[config.mk]
export PLATFORM = sky130hd
export DESIGN_NAME = tx_scheduler
export DESIGN_NICKNAME = d
export VERILOG_FILES = /design/src/rtl/tx_pkg.sv /design/src/rtl/rr_arb2.sv /design/src/rtl/tx_scheduler.sv
export SDC_FILE = /design/constraint.sdc
export NUM_CORES = 1
export LEC_CHECK = 0
export BUFFER_PORTS_ARGS = -buffer_cell sky130_fd_sc_hd__buf_2
export CORE_UTILIZATION = 45
export CTS_BUF_LIST = sky130_fd_sc_hd__clkbuf_16
export DETAILED_ROUTE_END_ITERATION = 7
export MAX_ROUTING_LAYER = met4
export PLACE_DENSITY_LB_ADDON = 0.3
export SYNTH_ARGS = -nofsm -noshare
export SYNTH_HDL_FRONTEND = slang
export SYNTH_SLANG_ARGS = --single-unit
[constraint.sdc]
create_clock -name clk -period 2.24 [get_ports clk]
set_clock_uncertainty 0.1 [all_clocks]
set_input_delay 0.448 -clock clk [delete_from_list [all_inputs] [get_ports clk]]
set_output_delay 0.448 -clock clk [all_outputs]
set_load 0.01 [all_outputs]
[src/rtl/tx_pkg.sv]
// Shared types and defaults for the UART transmit scheduler.
package tx_pkg;

  localparam int DEF_DATA_W = 8;
  localparam int DEF_CNT_W  = 16;

  typedef enum logic [1:0] {
    IDLE  = 2'd0,
    FETCH = 2'd1,
    SEND  = 2'd2,
    GUARD = 2'd3
  } drain_state_t;

endpackage

[src/rtl/rr_arb2.sv]
// Two-way round-robin arbiter; the pointer moves only when the granted request is accepted.
module rr_arb2 (
  input  logic       clk,
  input  logic       rst,
  input  logic [1:0] valid,
  input  logic       accept,
  output logic [1:0] grant
);

  // prio names the requester that wins a tie; it flips to the other side after each accept
  logic prio;

  always_comb begin
    grant = 2'b00;
    if (valid[0] && valid[1]) begin
      grant = prio ? 2'b10 : 2'b01;
    end else begin
      grant = valid;
    end
  end

  always_ff @(posedge clk or posedge rst) begin
    if (rst) begin
      prio <= 1'b0;
    end else if (accept) begin
      prio <= ~grant[1];
    end
  end

endmodule

[src/rtl/tx_scheduler.sv]
// Owns the FIFO write port (round-robin between two producers) and drains the FIFO into uart_tx.
module tx_scheduler
  import tx_pkg::*;
#(
  parameter int DATA_W = DEF_DATA_W,
  parameter int CNT_W  = DEF_CNT_W
) (
  input  logic              clk,
  input  logic              rst,
  input  logic [DATA_W-1:0] req0_data,
  input  logic              req0_valid,
  output logic              req0_ready,
  input  logic [DATA_W-1:0] req1_data,
  input  logic              req1_valid,
  output logic              req1_ready,
  output logic [DATA_W-1:0] fifo_data_in,
  output logic              fifo_wen,
  input  logic              fifo_full,
  output logic              fifo_ren,
  input  logic [DATA_W-1:0] fifo_data_out,
  input  logic              fifo_empty,
  output logic [DATA_W-1:0] tx_data,
  output logic              tx_en,
  input  logic              tx_rdy,
  input  logic              drain_en,
  output logic [CNT_W-1:0]  tx_count
);

  logic [1:0]   grant;
  logic         accept;
  drain_state_t state;

  rr_arb2 u_arb (
    .clk    (clk),
    .rst    (rst),
    .valid  ({req1_valid, req0_valid}),
    .accept (accept),
    .grant  (grant)
  );

  // Write-side strobes are forced low while reset is held so nothing leaks out mid-reset
  assign accept       = (|grant) & ~fifo_full & ~rst;
  assign req0_ready   = grant[0] & ~fifo_full & ~rst;
  assign req1_ready   = grant[1] & ~fifo_full & ~rst;
  assign fifo_wen     = accept;
  assign fifo_data_in = rst ? '0 : (grant[1] ? req1_data : req0_data);

  // ren and tx_en are decoded from state so the byte reaches uart_tx two cycles after the pop
  assign fifo_ren = (state == IDLE) & drain_en & ~fifo_empty & ~rst;
  assign tx_en    = (state == SEND) & tx_rdy;

  always_ff @(posedge clk or posedge rst) begin
    if (rst) begin
      state    <= IDLE;
      tx_data  <= '0;
      tx_count <= '0;
    end else begin
      case (state)
        IDLE: begin
          if (fifo_ren) state <= FETCH;
        end
        FETCH: begin
          tx_data <= fifo_data_out;
          state   <= SEND;
        end
        SEND: begin
          if (tx_rdy) begin
            tx_count <= tx_count + 1'b1;
            state    <= GUARD;
          end
        end
        GUARD: begin
          state <= IDLE;
        end
        default: state <= IDLE;
      endcase
    end
  end

endmodule

==> Flow_metrics.wiki <==
{| class="wikitable"
! Metric !! Value
|-
| Biggest area contributors in the synthesized netlist || dfrtp_1 (50%), mux2_2 (8.3%), mux2i_1 (5.9%)
|-
| RSZ-0062 raised after global routing || no
|-
| Fin area || 0.00181 mm^2
|-
| Biggest fanout along the worst timing path || 9
|-
| Type of destination of the critical path || primary output
|-
| Standby leakage power || 1.01 nW
|-
| Number of diodes || 0
|-
| Fmax achieved || 0.481 GHz
|-
| CTS Sinks || 27
|-
| Post-place setup slack || 0.261 ns
|-
| Largest family of logic cells by synthesized area || multiplexers
|-
| Switching share of total power || between 30% and 40%
|-
| Max cap viols || 0
|-
| Floorplan die width || 56.8 um
|-
| Worst Hold Class || input pin to asynchronous set/reset pin
|-
| Area of the mapped netlist || 0.00135 mm^2
|-
| Worst-Skew Late Latency || 0.26 ns
|-
| Number of pins with negative max-slew slack in the final report || 0
|-
| DRC marker count from the first detailed-route iteration || 28
|-
| Internal power of the cells || around 1.2 mW
|-
| Net switching power || 0.570 mW
|-
| Number of buffers added by the clock tree synthesis step || 3
|-
| Pwr/cell area || approximately 1000 mW/mm^2
|-
| Status || finished with violations
|-
| Synthesized-area fraction occupied by ao, oa, aoi and oai cells || about 4%
|-
| Post-Route WL || 2860 um
|-
| Setup-failing EPs final || 0
|-
| Worst-path cell with the longest stage delay || dfrtp_1
|-
| Critical path class || flop to primary output
|-
| Placement-stage cell area || between 0.0015 and 0.002 mm^2
|-
| Post-route fraction of the period consumed by the critical path || slightly above 90%
|-
| Sequential-to-total area share from yosys stat || 50.0%
|-
| # fillers || 245
|-
| Fraction of synthesized area in multiplexers || about 14%
|-
| Vias per Instance || approximately 5
|-
| Peak per-stage delay on the critical path || 0.41 ns
|-
| Area share of fa/ha/maj cells after synthesis || 4.63%
|-
| Detailed Place HPWL || ~2300 um
|-
| Reg power frac || 41.5%
|-
| Post-synthesis cell type with the largest combined area || dfrtp_1
|-
| Number of top-level pins || 69
|-
| Number of buffers inserted by post-CTS setup repair || 0
|-
| Floorplan row count || 19
|-
| Synth Area in XOR/XNOR || 9.71%
|-
| Mean cell area of the mapped netlist || 11.2 um^2
|-
| Setup TNS || 0 ns
|-
| Synth Flop Type || dfrtp_1
|-
| Vert. Die Dim || approximately 57 um
|-
| Number of global-route vias before repair || ~1100
|-
| Starting density of the core || 48.2%
|-
| Largest voltage drop on the vdd net || ~520 uV
|-
| CTS clock-pin slew for the worst setup and hold paths || 0.06 ns
|-
| Clock tree root buffer cell || clkbuf_16
|-
| Number of iterations in the first detailed-routing pass || 6
|-
| Total congestion overflow after global routing || 0
|-
| Initial antenna violation count || 0
|-
| Number of cells produced by synthesis || 121
|-
| Area overhead of the layout relative to synthesis || 33.8%
|-
| Buffer depth of the longest clock path || 2
|-
| Final antenna-violating net count || 0
|-
| Ratio of cells with drive above 1 in the final layout || 45.5%
|-
| Number of buffers inserted for hold repair after clock tree synthesis || 0
|-
| Tightest slew margin relative to the limit || 73.4%
|-
| Net count of the finished layout || around 230
|-
| Worst Setup Start Kind || flop
|-
| Floorplan die area || 0.00323 mm^2
|-
| H-tree level count || 1
|-
| Violations in the final reports || DRC
|-
| Overall power consumption || between 1.5 and 2 mW
|-
| Final GP Congestion || 0.803
|-
| Post-Route Utilization || roughly 64%
|-
| Power share of the combinational group || 36.1%
|-
| Via count || 1132
|-
| Post-layout minimum cycle time || 2.08 ns
|-
| Required @ worst endpoint || 1.69 ns
|-
| Most instantiated library cell after synthesis || dfrtp_1
|-
| Post-synthesis async set-or-reset flop share || 100%
|-
| Number of I/O port buffers || 68
|-
| Number of enable-type register cells in the synthesized netlist || 0
|-
| CP arrival || 1.53 ns
|-
| Number of register bits inferred by synthesis || 27
|-
| Overall routing resource usage || a little under 20%
|-
| Clock tree from TritonCTS || yes
|-
| Number of cells upsized or downsized after cts || 0
|-
| Commonest cells post-synth || dfrtp_1 (27), nor2_1 (12), mux2_2 (10), xnor2_1 (9)
|-
| DRC violations left || 8
|-
| Final hold violation count || 0
|-
| Clock power frac || 22.4%
|-
| Wire length of the first global-routing pass || ~4600 um
|-
| Share of synthesized cell area in and, or, nand and nor gates || 14.1%
|-
| Maximum number of pins on one net before global-route repair || 18
|-
| Core ar. || 0.00281 mm^2
|-
| Count of different cell masters after synthesis || 28
|-
| Transition time at the pin with the least slew margin || 0.399 ns
|-
| Number of warnings reported in the yosys synthesis log || 0
|-
| Wire length per cell || 12.9 um
|-
| Top-area cell type share of the netlist area || roughly half
|-
| Final WS setup || 0.159 ns
|-
| Critical path cell sequence || o21ai_0 > buf_4 > mux2i_1 > nor2_1 > buf_2
|-
| Synth Net Count || 158
|}
critical path: cells and delay by family (launching register included):
| kind | cells | cell delay (ns) |
|---|---|---|
| AO/OA/AOI/OAI | 1 | 0.21 |
| multiplexers | 1 | 0.21 |
| AND/OR/NAND/NOR | 1 | 0.07 |
| buffers and inverters | 2 | 0.37 |
| flip-flops | 1 | 0.41 |
power by group through the flow:
stage	Clock [mW]	Sequential [mW]	Combinational, mW
after floorplan	0	0.789	0.360
after global placement	0	0.728	0.615
after detailed placement	0	0.746	0.652
after CTS	0.411	0.739	0.653
after global routing	0.429	0.754	0.708
final	0.399	0.738	0.643
registers in the layout, summed over array words and instances (netlist names):
register    cells
tx_count       16
u_arb.prio      1
tx_data         8
state           2
cell families (layout without fill, tap and decap cells):
kind of cell	count (synthesis)	after routing
xor+xnor	15	15
mux	18	18
simple gates	36	36
compound gates	8	8
fa+ha+maj	5	5
flops	27	27
buf+inv	12	82
metrics by stage:
stage          cells  hold slack [ns]
6_report         222            0.173
5_1_grt          222            0.225
4_1_cts          222            0.180
3_5_place_dp     218            0.354
3_3_place_gp     218            0.351
2_1_floorplan    121            0.367
final timing paths:
kind / cells past startpoint / endpoint / slack, ns / start
min in group clk: 2 / tx_data[5] / 0.32 / fifo_data_out[5]
max reg2reg: 6 / tx_count[15] / 0.34 / state[0]
max: 5 / fifo_data_in[5] / 0.16 / u_arb.prio
max in group asynchronous: 3 / tx_count[2] / 1.30 / rst
min reg2reg: 1 / tx_count[15] / 0.36 / tx_count[15]
min: 2 / tx_data[0] / 0.17 / rst
metal layers:
layer,vias up,global-route usage (%),part of all wire (%)
met3,4,6.22,5.0
met5,-,-,0
li1,549,-,-
met2,33,34.7,53
met1,546,20.4,40
met4,0,5.92,1.2
cell type report:
type / count / area, um^2 / share of cell area (%)
Inverter: 8 / 30.0 / 1.66
Clock inverter: 1 / 5.00 / 0.277
Tap cell: 31 / 38.8 / 2.14
Multi-Input combinational cell: 82 / 629 / 34.8
Sequential cell: 27 / 676 / 37.3
Clock buffer: 3 / 75.1 / 4.15
Timing Repair Buffer: 70 / 355 / 19.6
cells in the final DEF (no fill, tap or decap):
| master | netlist | final |
|---|---|---|
| nor2b_1 | 2 | 2 |
| nor3_1 | 1 | 1 |
| nand4_1 | 3 | 3 |
| clkinv_2 | 0 | 1 |
| and4_1 | 3 | 3 |
| or2_2 | 1 | 1 |
| nor4b_1 | 1 | 1 |
| inv_1 | 8 | 8 |
| a31oi_1 | 1 | 1 |
| a21oi_1 | 3 | 3 |
| or3_1 | 1 | 1 |
| dfrtp_1 | 27 | 27 |
| o21a_1 | 1 | 1 |
| o32a_1 | 1 | 1 |
| nor3_2 | 1 | 1 |
| nand3_1 | 3 | 3 |
| nor2_1 | 12 | 12 |
| o21ai_0 | 1 | 1 |
| and2b_1 | 1 | 1 |
| nand2_1 | 6 | 6 |
| mux2_2 | 10 | 10 |
| clkbuf_16 | 0 | 3 |
| ha_1 | 5 | 5 |
| mux2i_1 | 8 | 8 |
| o31a_1 | 1 | 1 |
| nand2_2 | 1 | 1 |
| xnor2_1 | 9 | 9 |
| buf_4 | 0 | 2 |
| buf_2 | 2 | 68 |
| xor2_1 | 6 | 6 |
Power figures use the tool's default switching activity.
